===== config.mk =====
export PLATFORM = sky130hd
export DESIGN_NAME = board_shuffle_ctrl
export DESIGN_NICKNAME = d
export VERILOG_FILES = /design/src/rtl/board_shuffle_ctrl.sv
export SDC_FILE = /design/constraint.sdc
export NUM_CORES = 1
export LEC_CHECK = 0
export ABC_CLOCK_PERIOD_IN_PS = 3100
export BUFFER_PORTS_ARGS = -buffer_cell sky130_fd_sc_hd__buf_2
export CAP_MARGIN = 20
export CORE_MARGIN = 3
export CORE_UTILIZATION = 50
export CTS_BUF_LIST = sky130_fd_sc_hd__clkbuf_16
export CTS_CLUSTER_DIAMETER = 120
export DETAILED_ROUTE_END_ITERATION = 8
export PLACE_DENSITY = 0.77
export SLEW_MARGIN = 20
export SYNTH_ARGS = -nofsm -noshare
export SYNTH_HDL_FRONTEND = slang
export SYNTH_SLANG_ARGS = --single-unit

===== constraint.sdc =====
create_clock -name Clk -period 3.1 [get_ports Clk]
set_input_delay 0.155 -clock Clk [delete_from_list [all_inputs] [get_ports Clk]]
set_output_delay 0.155 -clock Clk [all_outputs]
set_load 0.01 [all_outputs]

===== src/rtl/board_shuffle_ctrl.sv =====
// rtl/board_shuffle_ctrl.sv - card-memory shuffle sequencer: writes 8 card pairs to 16 LFSR-chosen board slots
module board_shuffle_ctrl #(
  parameter logic [15:0] LFSR_SEED  = 16'hACE1,
  parameter logic [1:0]  HIDDEN_TAG = 2'b01
) (
  input  logic       Clk,
  input  logic       Reset,
  input  logic       Start,
  output logic       Busy,
  output logic       Done,
  output logic       WriteEnable,
  output logic [3:0] dataLoc,
  output logic [5:0] dataOut
);

  typedef enum logic [4:0] {
    S_IDLE  = 5'b00001,
    S_LOAD  = 5'b00010,
    S_PROBE = 5'b00100,
    S_WRITE = 5'b01000,
    S_DONE  = 5'b10000
  } state_e;

  state_e      state_q, state_d;
  logic [15:0] lfsr_q, lfsr_d;
  logic [15:0] used_q, used_d;
  logic [3:0]  card_idx_q, card_idx_d;
  logic [3:0]  cand_q, cand_d;
  logic        busy_q, busy_d;
  logic        done_q, done_d;
  logic        we_q, we_d;
  logic [3:0]  loc_q, loc_d;
  logic [5:0]  dout_q, dout_d;

  always_comb begin
    state_d    = state_q;
    used_d     = used_q;
    card_idx_d = card_idx_q;
    cand_d     = cand_q;
    loc_d      = loc_q;
    dout_d     = dout_q;
    we_d       = 1'b0;
    done_d     = 1'b0;
    lfsr_d     = {lfsr_q[14:0], lfsr_q[15] ^ lfsr_q[13] ^ lfsr_q[12] ^ lfsr_q[10]};

    unique case (state_q)
      S_IDLE: begin
        if (Start) begin
          state_d = S_LOAD;
        end
      end
      S_LOAD: begin
        used_d     = '0;
        card_idx_d = '0;
        cand_d     = lfsr_q[3:0];
        state_d    = S_PROBE;
      end
      S_PROBE: begin
        // Linear probe: a free slot always exists while fewer than 16 are used.
        if (used_q[cand_q]) begin
          cand_d = cand_q + 4'd1;
        end else begin
          state_d = S_WRITE;
          we_d    = 1'b1;
          loc_d   = cand_q;
          dout_d  = {HIDDEN_TAG, 1'b0, card_idx_q[3:1]};
        end
      end
      S_WRITE: begin
        used_d = used_q | (16'd1 << cand_q);
        if (card_idx_q == 4'd15) begin
          state_d = S_DONE;
          done_d  = 1'b1;
        end else begin
          card_idx_d = card_idx_q + 4'd1;
          cand_d     = lfsr_q[3:0];
          state_d    = S_PROBE;
        end
      end
      S_DONE: begin
        state_d = S_IDLE;
      end
      default: begin
        state_d = S_IDLE;
      end
    endcase

    busy_d = (state_d != S_IDLE);
  end

  always_ff @(posedge Clk or posedge Reset) begin
    if (Reset) begin
      state_q    <= S_IDLE;
      lfsr_q     <= LFSR_SEED;
      used_q     <= '0;
      card_idx_q <= '0;
      cand_q     <= '0;
      busy_q     <= 1'b0;
      done_q     <= 1'b0;
      we_q       <= 1'b0;
      loc_q      <= '0;
      dout_q     <= '0;
    end else begin
      state_q    <= state_d;
      lfsr_q     <= lfsr_d;
      used_q     <= used_d;
      card_idx_q <= card_idx_d;
      cand_q     <= cand_d;
      busy_q     <= busy_d;
      done_q     <= done_d;
      we_q       <= we_d;
      loc_q      <= loc_d;
      dout_q     <= dout_d;
    end
  end

  assign Busy        = busy_q;
  assign Done        = done_q;
  assign WriteEnable = we_q;
  assign dataLoc     = loc_q;
  assign dataOut     = dout_q;

endmodule

# Yosys cells after proc, flatten, opt, wreduce, memory -nomap -nowiden

Index checks and enable logic that the tools add are counted.

Register bits: 56
Latch bits: 0
RAM bits: 0
ROM bits: 0
Input bits: 3
Output and inout port bits: 13
Memories kept: 0

$add $sub $neg: 2
Multiply operators: 0
Divide/modulo/power cells: 0
Order comparisons: 1
Equal/unequal tests: 8
Shifts and indexed selects: 1
Mux-type cells: 16
Bitwise operators: 5
Reductions and logical operators: 5

Operator list:

| kind                                                                    | number |
|---|---|
| 16-bit case mux with 2 select lines                                     | 1 |
| 5-bit case mux with 4 select lines                                      | 1 |
| 16-bit bitwise OR                                                       | 1 |
| 1-bit by 4-bit left shift with 16-bit output, first input constant      | 1 |
| 5-bit 2-to-1 mux                                                        | 3 |
| 4-bit 2-to-1 mux                                                        | 3 |
| 4-bit case mux with 3 select lines                                      | 1 |
| 4-bit by 1-bit adder with 4-bit output, second input constant           | 2 |
| 4-bit case mux with 2 select lines                                      | 1 |
| 5-bit by 1-bit equality test with 1-bit output, second input constant   | 1 |
| 5-bit by 2-bit equality test with 1-bit output, second input constant   | 1 |
| 5-bit by 3-bit equality test with 1-bit output, second input constant   | 1 |
| 5-bit by 4-bit equality test with 1-bit output, second input constant   | 1 |
| 4-bit by 5-bit < comparator with 1-bit output, second input constant    | 1 |
| 1-bit 2-to-1 mux                                                        | 5 |
| 5-bit by 1-bit inequality test with 1-bit output, second input constant | 1 |
| 1-bit binary-select mux with 4-bit select                               | 1 |
| 4-bit equality test, second input constant                              | 1 |
| 2-bit inequality test, second input constant                            | 2 |
| 2-bit AND reduction                                                     | 2 |
| 3-bit AND reduction                                                     | 1 |
| 3-bit nonzero test                                                      | 1 |
| 1-bit XOR                                                               | 3 |
| 2-bit nonzero test                                                      | 1 |
| 1-bit inverter                                                          | 1 |

# Longest topological paths before layout

Gate-level depths: netlist (run 1).

Depth after elaboration: 5
Gate-level depth with buffers: 7
Mapped depth without buffers: 6

# Least setup slack after synthesis (run 1)

Ideal clock, no wire load.

Path type: register to register
Start point: reg cand_q[0]
End point: reg loc_q[0] (netlist: dataLoc[0])
Library setup time: 0.127 ns
Arrival: 2.007 ns
Required time: 2.973 ns
Path slack: 0.966 ns
Cell stages (with the launch flop): 7
Buffers on the path: 2
Period minus slack after synthesis: 2.134 ns
Cell sequence: dfrtp_1 -> buf_6 -> mux4_2 -> a22o_1 -> a211oi_4 -> buf_6 -> mux2_1

Word-level cells in the longest chain between the ends: 4

RTL lines:

| element                                   | line | RTL |
|---|---|---|
| start: declaration                        | 28   | `logic [3:0] cand_q, cand_d;` |
| start signal: assignment                  | 108  | `cand_q <= cand_d;` |
| 1-bit binary-select mux with 4-bit select | 60   | `if (used_q[cand_q]) begin` |
| 1-bit 2-to-1 mux (not written as such)    | 60   |  |
| 1-bit inverter (no line)                  | n/a  |  |
| 2-bit AND reduction (no line)             | n/a  |  |
| end signal: assignment                    | 112  | `loc_q <= loc_d;` |
| end: declaration                          | 32   | `logic [3:0] loc_q, loc_d;` |

Several ways; a longest one is shown, not always the timed one. The select of a mux whose other input is x is not followed.
A chain may end at the register's enable or synchronous reset.

# Worst setup path after layout (run 1)

Start point: reg cand_q[0]
End point: reg dout_q[0] (netlist: dataOut[0])

Word-level cells in the longest chain between the ends: 4

RTL lines:

| element                                   | line | RTL |
|---|---|---|
| 1-bit binary-select mux with 4-bit select | 60   |  |
| 1-bit 2-to-1 mux (not written as such)    | 60   |  |
| 1-bit inverter (no line)                  | n/a  |  |
| 2-bit AND reduction (no line)             | n/a  |  |
| end signal: assignment                    | 113  | `dout_q <= dout_d;` |
| end: declaration                          | 33   | `logic [5:0] dout_q, dout_d;` |

No other way between the ends. The select of a mux whose other input is x is not followed.

==> results of run 1 <==
-- final timing paths --
path,startpoint,endpoint,slack (ns),cells past startpoint
max in group asynchronous,Reset,cand_q[1]$_DFFE_PP0P_,2.55,2
setup / recovery,cand_q[0]$_DFFE_PP0P_,dataOut[0]$_DFFE_PP0P_,0.60,5
hold reg to reg,lfsr_q[5]$_DFF_PP1_,lfsr_q[6]$_DFF_PP1_,0.35,0
setup reg to reg,cand_q[0]$_DFFE_PP0P_,dataOut[0]$_DFFE_PP0P_,0.60,5
min in group Clk,Start,state_q[1]$_DFF_PP0_,0.17,3
hold / removal,Reset,state_q[1]$_DFF_PP0_,0.03,2
-- layout by cell type (no fill, tap or decap), types with 5 or more instances in the layout --
cell,instances
a32o_1,12
buf_2,13
clkbuf_16,5
dfrtp_1,47
dfstp_2,9
ha_1,7
inv_1,6
mux2_1,5
nand2_1,10
nor2_1,7
nor3_1,5
-- registers in the layout (all words and copies together) (netlist names) --
register and count:
Done 1, dataLoc 4, lfsr_q 16, state_q 5
dataOut 4, WriteEnable 1, card_idx_q 4, used_q 16
cand_q 4, Busy 1
-- layer usage --
metal | routed length (µm) | share of wire | up-vias | global-route usage
met2 | 2350 | 0.52 | 59 | 0.306
met5 | 0 | 0 | - | 0
met3 | 273 | 0.061 | 8 | 0.0587
met4 | 61 | 0.014 | 0 | 0.0751
li1 | - | - | 671 | -
met1 | 1810 | 0.40 | 758 | 0.221
-- cells by family after synthesis --
kind of cell / count (synthesis)
simple gates: 40
fa+ha+maj: 7
xor+xnor: 5
flops: 56
buf+inv: 17
mux: 15
other cells: 1
compound gates: 37
-- through the flow --
stage               setup WS (ns)  instance area, µm²
CTS                         0.617                2640
global route                0.463                2640
finish                      0.602                2640
global placement            0.699                2440
floorplan                   0.966                2360
detailed placement          0.632                2440
-- cell type report --
class | instances | area share
Timing Repair Buffer | 15 | 0.0303
Tap cell | 52 | 0.0246
Clock inverter | 3 | 0.0261
Clock buffer | 5 | 0.0474
Multi-Input combinational cell | 106 | 0.326
Inverter | 7 | 0.0104
Sequential cell | 56 | 0.535
-- worst max-delay path: cells and delay by family, from the launching register on --
kind	cells	cell delay (ns)
compound gates	2	0.67
mux	2	0.87
buf+inv	1	0.24
flops	1	0.59
-- power groups by stage --
stage	Clock, mW	Sequential (mW)	Combinational, mW
final	0.714	0.885	0.367
after global routing	0.761	0.895	0.403
after CTS	0.725	0.882	0.367
after detailed placement	0	0.894	0.361
after global placement	0	0.889	0.340
after floorplan	0	0.865	0.297
==> Implementation_results.wiki, run 1 <==
{| class="wikitable"
! Metric !! Value
|-
| Worst slew margin relative to its limit || 0.405
|-
| Actual transition at the worst max-transition pin || 0.891 ns
|-
| Overall track demand over capacity in global routing || 0.184
|-
| Total Power || 1.97 mW
|-
| Final Skew || 0.00979 ns
|-
| Post-route worst hold slack || 0.0297 ns
|-
| Internal power summed over all cells || 1.41 mW
|-
| Die Wd || 74.7 µm
|-
| Arr. time, crit path || between 2 and 3 ns
|-
| Top-count cell post-synth || dfrtp_1
|-
| Simple-gate area share of the yosys netlist || 0.0902
|-
| Worst-path clk slew || ~0.070 ns
|-
| Fin Setup TNS || 0 ns
|-
| Ys Warns || 0
|-
| Leading post-synthesis cells by instance count || dfrtp_1 (47), a32o_1 (12), nand2_1 (10)
|-
| Adder and majority cell fraction of the synthesized area || 0.0371
|-
| Post-synthesis xor/xnor area fraction || 0.0186
|-
| Largest cells by area after synthesis || dfrtp_1 (50%), dfstp_2 (10%), a32o_1 (5.1%), ha_1 (3.7%), mux4_2 (2.9%)
|-
| CTS sink cnt || 56
|-
| CP endpoint kind || flip-flop
|-
| Count of buffers from port buffering || 13
|-
| Non-filler cells in the finished layout || 244
|-
| I/O pin count || 16
|-
| Largest driver fanout on the critical path || 10
|-
| Remaining antenna violation count || 0
|-
| Total detailed-routing wirelength || 4490 µm
|-
| Post-detail-place hpwl || 3070 µm
|-
| Reported leakage power || 1.21 nW
|-
| Dominant synthesized flop cell || dfrtp_1
|-
| Count of flip-flops with a built-in enable after synthesis || 0
|-
| Placed cell count || between 200 and 250
|-
| Main combinational cell family by area after synthesis || compound AO/OA/AOI/OAI gates
|-
| Multiplexer fraction of the synthesized cell area || 0.0854
|-
| Count of H-tree levels built during CTS || 2
|-
| Worst Hold Class || in -> async
|-
| Final Hold Viols || 0
|-
| Detailed Routing Iterations Pass 1 || 4
|-
| Post-synthesis cell type count || 42
|-
| Vias || around 1500
|-
| Number of synthesized register bits || 56
|-
| Buffer depth of the longest clock path || 2
|-
| Multi-input gate area || 861 µm²
|-
| Maximum clock frequency || between 0.4 and 0.5 GHz
|-
| Post-layout util || 0.594
|-
| TritonCTS clock tree || built
|-
| Share of cells above drive strength 1 || 0.224
|-
| Starting DRT DRC Count || 84
|-
| Power share of the combinational group || 0.187
|-
| Peak supply drop || 0.000317 V
|-
| Hold bufs inserted after CTS || 0
|-
| Core Region || 0.00444 mm²
|-
| Count of fill cells added during filler insertion || about 350
|-
| Post-synthesis cell type with the largest combined area || dfrtp_1
|-
| Critical path type || reg -> reg
|-
| Die Height || 74.7 µm
|-
| Synth top area share || 0.499
|-
| Via count of the first global-routing pass || around 1500
|-
| Fraction of the yosys area taken by sequential cells || 0.599
|-
| Antenna violations before repair || 0
|-
| Crit path required time || 3.27 ns
|-
| Final global-route overflow total || 0
|-
| Kind of start point of the critical path || flip-flop
|-
| Insertion delay of the later-clocked pin in the worst-skew pair || between 0.2 and 0.3 ns
|-
| Cell area after technology mapping || 0.00236 mm²
|-
| Pins Over Slew Limit || 0
|-
| Initial cell density of the core || 0.531
|-
| Site Rows || 24
|-
| First-pass GRT wire length || 7500 µm
|-
| Proportion of synthesized flip-flops having asynchronous set or reset || 1.00
|-
| Switching power of the nets || 0.555 mW
|-
| Finish-stage setup viols || 0
|-
| Outcome || completed
|-
| Fin nets || 201
|-
| Proportion of total power due to net switching || 0.282
|-
| Number of antenna cells inserted || 0
|-
| Number of vias per cell after detailed routing || 6.13
|-
| Number of cells upsized or downsized after cts || 0
|-
| Sequential share of power || 0.450
|-
| Cell at the root of the clock tree || clkbuf_16
|-
| Total power per unit cell area || between 700 and 800 mW/mm²
|-
| Critical path's slowest cell || dfrtp_1
|-
| Setup repair after global routing missed its margin || no
|-
| Worst stage delay on the critical path || 0.59 ns
|-
| Clock group share of total power || 0.363
|-
| Area taken by flip-flops and latches || 0.00141 mm²
|-
| Die area || approximately 0.0056 mm²
|-
| Cells along the critical path || mux4_2, a22o_1, a211oi_4, buf_4, mux2_1
|-
| Total clock buffers created by CTS || 5
|-
| Largest net degree at the start of global routing || 57
|-
| Number of max-capacitance violations reported || 0
|-
| Placer Congestion || 0.857
|-
| Compound-cell area share of the yosys netlist || 0.131
|-
| Layout-stage area growth over the synthesis result || 11.9%
|-
| Post-CTS repair timing setup buffer count || 0
|-
| Minimum clock period after layout || around 2.5 ns
|-
| Average wire length per cell after detail routing || ~18 µm
|-
| Instance count of the mapped netlist || ~180
|-
| Tcrit/Tclk final || 0.806
|-
| Post-Syn Area per Cell || ~13 µm²
|-
| DRC violations left || 0
|}
Note: power is estimated with default switching activity, not from simulation.
==> inputs of run 2 (changes only) <==
ABC_CLOCK_PERIOD_IN_PS = 2200   (was 3100)
PLACE_DENSITY = 0.8   (was 0.77)
clock period = 2.2 ns   (was 3.1 ns; I/O delays follow)
==> Implementation_results.wiki, run 2 (synthesis gave the netlist of run 1 again) <==
{| class="wikitable"
! Metric !! Value
|-
| Outcome || completed
|-
| Starting DRT DRC Count || between 70 and 80
|-
| Detailed Routing Iterations Pass 1 || 4
|-
| Average wire length per cell after detail routing || roughly 18 µm
|-
| CP Launch Point || cand_q[0]$_DFFE_PP0P_
|-
| Worst slew margin relative to its limit || 0.559
|-
| Critical path type || reg -> reg
|-
| Maximum clock frequency || 0.470 GHz
|-
| Pins Over Slew Limit || 0
|-
| Fin Setup TNS || 0 ns
|-
| Dpl ws || -0.0481 ns
|-
| Die Wd || 74.7 µm
|-
| Finish-stage setup viols || 0
|-
| Reported leakage power || about 1.3 nW
|-
| Minimum clock period after layout || 2.13 ns
|-
| Total Power || roughly 2.6 mW
|-
| Buffer depth of the longest clock path || 2
|-
| Non-filler cells in the finished layout || 258
|-
| Site Rows || 24
|-
| Die Height || 74.7 µm
|-
| CTS sink cnt || 56
|-
| Count of H-tree levels built during CTS || 2
|-
| Number of vias per cell after detailed routing || 5.83
|-
| Setup repair after global routing missed its margin || no
|-
| Remaining antenna violation count || 0
|-
| Antenna violations before repair || 0
|-
| Largest driver fanout on the critical path || 5
|-
| Most common cell after layout, fill and taps aside || dfrtp_1
|-
| Kind of start point of the critical path || flip-flop
|-
| I/O pin count || 16
|-
| Layout-stage area growth over the synthesis result || 14.2%
|-
| Worst stage delay on the critical path || 0.52 ns
|-
| Via count of the first global-routing pass || 1535
|-
| Worst Path Buf+Inv || 1
|-
| Cell at the root of the clock tree || clkbuf_16
|-
| Startpoint of the worst register-to-register path || cand_q[0]$_DFFE_PP0P_
|-
| Total power per unit cell area || 954 mW/mm²
|-
| Tcrit/Tclk final || 0.968
|-
| Die area || between 0.005 and 0.006 mm²
|-
| TritonCTS clock tree || built
|-
| Critical path's slowest cell || mux4_2
|-
| Placer Congestion || 0.843
|-
| Placed cell count || between 200 and 250
|-
| CP endpoint kind || flip-flop
|-
| Number of max-capacitance violations reported || 0
|-
| Largest registers || lfsr_q (16), used_q (16), state_q (5)
|-
| Initial cell density of the core || 0.531
|-
| Final global-route overflow total || 0
|-
| Post-detail-place hpwl || 3230 µm
|-
| First-pass GRT wire length || 7600 µm
|-
| DRC violations left || 0
|-
| Startpoint of the most critical hold path || Start
|-
| Vias || 1505
|-
| Actual transition at the worst max-transition pin || 0.660 ns
|-
| Most frequent cells in the layout || dfrtp_1 (46), buf_4 (14), buf_2 (13)
|-
| Cells along the critical path || mux4_2, a22o_1, a211oi_4, buf_4, mux2_2
|-
| Number of antenna cells inserted || 0
|-
| Worst path setup slack after routing || 0.0713 ns
|-
| Total clock buffers created by CTS || 5
|-
| Overall track demand over capacity in global routing || 0.186
|-
| Share of cells above drive strength 1 || 0.262
|-
| Final Hold Viols || 0
|-
| Worst Hold Class || in -> reg
|-
| Largest net degree at the start of global routing || 33
|-
| Arr. time, crit path || 2.30 ns
|-
| Peak supply drop || 0.000507 V
|-
| Count of buffers from port buffering || 13
|-
| Final Skew || 0.00532 ns
|-
| Crit path required time || 2.37 ns
|-
| Fin nets || 215
|-
| Family with the most delay on the worst path || multiplexers
|-
| Worst-path clk slew || roughly 0.070 ns
|-
| Core Region || 0.00444 mm²
|-
| Total detailed-routing wirelength || 4520 µm
|-
| Insertion delay of the later-clocked pin in the worst-skew pair || 0.29 ns
|-
| Post-layout util || 0.606
|}
[run 2: final timing paths]
check	endpoint	slack [ns]	cells past startpoint
setup / recovery	dataLoc[3]$_DFFE_PP0P_	0.07	5
hold / removal	state_q[1]$_DFF_PP0_	0.07	3
setup reg to reg	dataLoc[3]$_DFFE_PP0P_	0.07	5
hold reg to reg	lfsr_q[5]$_DFF_PP1_	0.35	0
max in group asynchronous	lfsr_q[10]$_DFF_PP1_	1.03	4
min in group asynchronous	dataOut[1]$_DFFE_PP0P_	0.46	3
[run 2: per-stage QoR]
| stage | instance area (µm²) | hold slack, ns |
|---|---|---|
| final | 2690 | 0.0745 |
| after CTS | 2680 | 0.0663 |
| after detailed placement | 2530 | 0.240 |
| after floorplan | 2360 | 0.247 |
| after global routing | 2690 | 0.0745 |
| after global placement | 2530 | 0.232 |
[run 2: what timing repair did]
item / CTS / global route
resized for setup: 1 / 1
hold buffers: 1 / 0
endpoints found under the setup margin: 5 / 4
setup buffers: 0 / 1
endpoints found under the hold margin: 28 / 0
[run 2: worst register-to-register path, cell delays in order (launching register included)]
cell	delay, ns
dfrtp_2	0.43
mux4_2	0.52
a22o_1	0.26
a211oi_4	0.29
buf_4	0.18
mux2_2	0.33
[run 2: layout make-up]
type,instances,area [µm²]
clock buffers,5,125
clock inverters,3,11.3
fillers,321,1750
inverters,7,26.3
multi-input cells,106,861
flip-flops and latches,56,1410
well taps,52,65.1
repair buffers,29,191
[run 2: power breakdown]
group	total (mW)	internal, mW	leakage [nW]	switching [mW]
registers	1.23	1.13	0.738	0.0943
logic	0.613	0.270	0.452	0.343
clock network	0.732	0.410	0.0738	0.322
total	2.57	1.81	1.26	0.760
[run 2: metal layers]
layer	up-vias	GRT usage	wire length, µm
li1	697	-	-
met1	768	0.251	2100
met3	6	0.0574	253
met2	34	0.287	2100
met4	0	0.0692	62
met5	-	0	0
==> inputs of run 3 (changes only) <==
CORE_UTILIZATION = 30   (was 50)
PLACE_DENSITY = 0.56   (was 0.8)
==> Implementation_results.wiki, run 3 (synthesis gave the netlist of run 1 again) <==
{| class="wikitable"
! Metric !! Value
|-
| Layout-stage area growth over the synthesis result || 19.2%
|-
| Proportion of total power due to net switching || 0.282
|-
| Peak supply drop || about 0.00043 V
|-
| Startpoint of the worst register-to-register path || cand_q[0]$_DFFE_PP0P_
|-
| CTS sink cnt || 56
|-
| Multi-input gate area || ~860 µm²
|-
| Post-CTS repair timing setup buffer count || 0
|-
| Arr. time, crit path || 2.31 ns
|-
| I/O pin count || 16
|-
| Core Region || 0.00745 mm²
|-
| Worst-path clk slew || 0.07 ns
|-
| Clock group share of total power || 0.325
|-
| Internal power summed over all cells || 1.94 mW
|-
| Critical path type || reg -> reg
|-
| Largest driver fanout on the critical path || 5
|-
| Total Power || 2.71 mW
|-
| Die Wd || 94.7 µm
|-
| Minimum setup slack among reg-to-reg paths || 0.07 ns
|-
| Number of vias per cell after detailed routing || between 4 and 5
|-
| Logic depth of the worst register-to-register path || 5
|-
| Pins Over Slew Limit || 0
|-
| Count of buffers from port buffering || 13
|-
| Overall track demand over capacity in global routing || 0.108
|-
| Cell area after layout || 0.00281 mm²
|-
| Remaining antenna violation count || 0
|-
| Worst Path Buf+Inv || 1
|-
| Number of cells on the worst hold path || 3
|-
| Final Skew || 0.00743 ns
|-
| Fin nets || 217
|-
| Worst Hold Class || in -> reg
|-
| Finish-stage setup viols || 0
|-
| Site Rows || 31
|-
| Instance area at placement || 0.00263 mm²
|-
| Outcome || completed
|-
| Worst slew margin relative to its limit || 0.620
|-
| DRC violations left || 0
|-
| Total detailed-routing wirelength || 4390 µm
|-
| Vias || 1471
|-
| Largest net degree at the start of global routing || 33
|-
| Most common cell after layout, fill and taps aside || dfrtp_1
|-
| Minimum clock period after layout || 2.13 ns
|-
| Average wire length per cell after detail routing || 14.3 µm
|-
| Cell at the root of the clock tree || clkbuf_16
|-
| First-pass GRT wire length || 7460 µm
|-
| Switching power of the nets || 0.763 mW
|-
| Sequential share of power || 0.447
|-
| Actual transition at the worst max-transition pin || 0.569 ns
|-
| Reported leakage power || 1.28 nW
|-
| Tcrit/Tclk final || 0.967
|-
| Count of fill cells added during filler insertion || 727
|-
| Largest registers || lfsr_q (16), used_q (16), state_q (5)
|-
| Worst stage delay on the critical path || around 0.50 ns
|-
| Final Hold Viols || 0
|-
| Most frequent cells in the layout || dfrtp_1 (46), buf_4 (15), buf_2 (13)
|-
| Total power per unit cell area || about 960 mW/mm²
|-
| Detailed Routing Iterations Pass 1 || 4
|-
| Die area || 0.00896 mm²
|-
| Cells along the critical path || mux4_2, a22o_1, a211oi_4, buf_4, mux2_2
|-
| Starting DRT DRC Count || 75
|-
| Buffer depth of the longest clock path || 2
|-
| Insertion delay of the later-clocked pin in the worst-skew pair || 0.29 ns
|-
| Total clock buffers created by CTS || 5
|-
| Initial cell density of the core || 0.317
|-
| Crit path required time || 2.38 ns
|-
| Final global-route overflow total || 0
|-
| Area taken by flip-flops and latches || 0.00141 mm²
|-
| Kind of start point of the critical path || flip-flop
|-
| Family with the most delay on the worst path || multiplexers
|-
| Share of cells above drive strength 1 || 0.284
|-
| Setup repair after global routing missed its margin || yes
|-
| Post-detail-place hpwl || 3250 µm
|-
| Antenna violations before repair || 0
|-
| Die Height || 94.7 µm
|-
| Number of max-capacitance violations reported || 0
|-
| Power share of the combinational group || 0.227
|-
| Via count of the first global-routing pass || 1477
|-
| Maximum clock frequency || roughly 0.47 GHz
|-
| Count of H-tree levels built during CTS || 2
|-
| Worst r2r dst || dataLoc[2]$_DFFE_PP0P_
|-
| CP endpoint kind || flip-flop
|-
| Number of antenna cells inserted || 0
|-
| Placer Congestion || 0.800
|-
| Hold worst-path end || state_q[1]$_DFF_PP0_
|-
| Critical path's slowest cell || mux4_2
|-
| TritonCTS clock tree || built
|-
| Startpoint of the most critical hold path || Start
|}
[run 3: cell types whose count changed in the layout (fill, tap and decap cells not counted)]
cell / before / now
buf_12: 0 / 1
buf_4: 14 / 15
clkinv_2: 0 / 1
clkinv_1: 1 / 0
inv_1: 8 / 6
clkinvlp_4: 0 / 1
bufinv_16: 0 / 1
[run 3: what timing repair did]
action | CTS | global route
endpoints found under the setup margin | 7 | 8
hold buffers | 1 | 0
resized for setup | 1 | 1
pin swaps | 1 | 1
hold endpoints to repair | 23 | 0
[run 3: power by group through the flow]
stage / registers, mW / clock network [mW] / logic [mW]
final: 1.21 / 0.880 / 0.615
after floorplan: 1.22 / 0 / 0.419
after CTS: 1.21 / 0.901 / 0.622
after detailed placement: 1.23 / 0 / 0.618
after global placement: 1.23 / 0 / 0.614
after global routing: 1.23 / 0.943 / 0.685
[run 3: how the worst max path moves through the flow]
| stage | start | slack, ns | end | depth (start not counted) |
|---|---|---|---|---|
| after floorplan | cand_q[0]$_DFFE_PP0P_ | 0.07 | dataLoc[0]$_DFFE_PP0P_ | 6 |
| after global placement | cand_q[0]$_DFFE_PP0P_ | -0.02 | dataLoc[1]$_DFFE_PP0P_ | 5 |
| after detailed placement | cand_q[0]$_DFFE_PP0P_ | -0.05 | dataOut[1]$_DFFE_PP0P_ | 5 |
| after CTS | cand_q[0]$_DFFE_PP0P_ | 0.03 | dataOut[1]$_DFFE_PP0P_ | 5 |
| after global routing | cand_q[0]$_DFFE_PP0P_ | -0.03 | dataLoc[2]$_DFFE_PP0P_ | 5 |
| final | cand_q[0]$_DFFE_PP0P_ | 0.07 | dataLoc[2]$_DFFE_PP0P_ | 5 |
[run 3: worst min-delay path: stages]
cell and delay (ns):
buf_2 0.11, nand3_1 0.07, nor3_1 0.04
[run 3: layer usage]
layer,track usage,up-vias,share of wire
li1,-,699,-
met1,0.152,739,0.48
met2,0.166,30,0.47
met3,0.0335,3,0.046
met4,0.0180,0,0.0039
met5,0,-,0
[run 3: final cells by class]
| type | count | share of cell area |
|---|---|---|
| Clock buffer | 5 | 0.0445 |
| Clock inverter | 3 | 0.0151 |
| Inverter | 7 | 0.00935 |
| Multi-Input combinational cell | 106 | 0.306 |
| Sequential cell | 56 | 0.503 |
| Tap cell | 99 | 0.0441 |
| Timing Repair Buffer | 31 | 0.0779 |
[run 3: stage by stage]
step | setup TNS, ns | util | cells | hold WS [ns] | worst slack [ns]
floorplan | 0 | - | 179 | 0.247 | 0.0658
global placement | -0.118 | 0.353 | 298 | 0.196 | -0.0247
detailed placement | -0.238 | 0.353 | 298 | 0.201 | -0.0527
CTS | 0 | 0.377 | 307 | 0.0653 | 0.0317
global route | -0.129 | 0.378 | 307 | 0.0806 | -0.0285
finish | 0 | 0.378 | 307 | 0.0704 | 0.0733
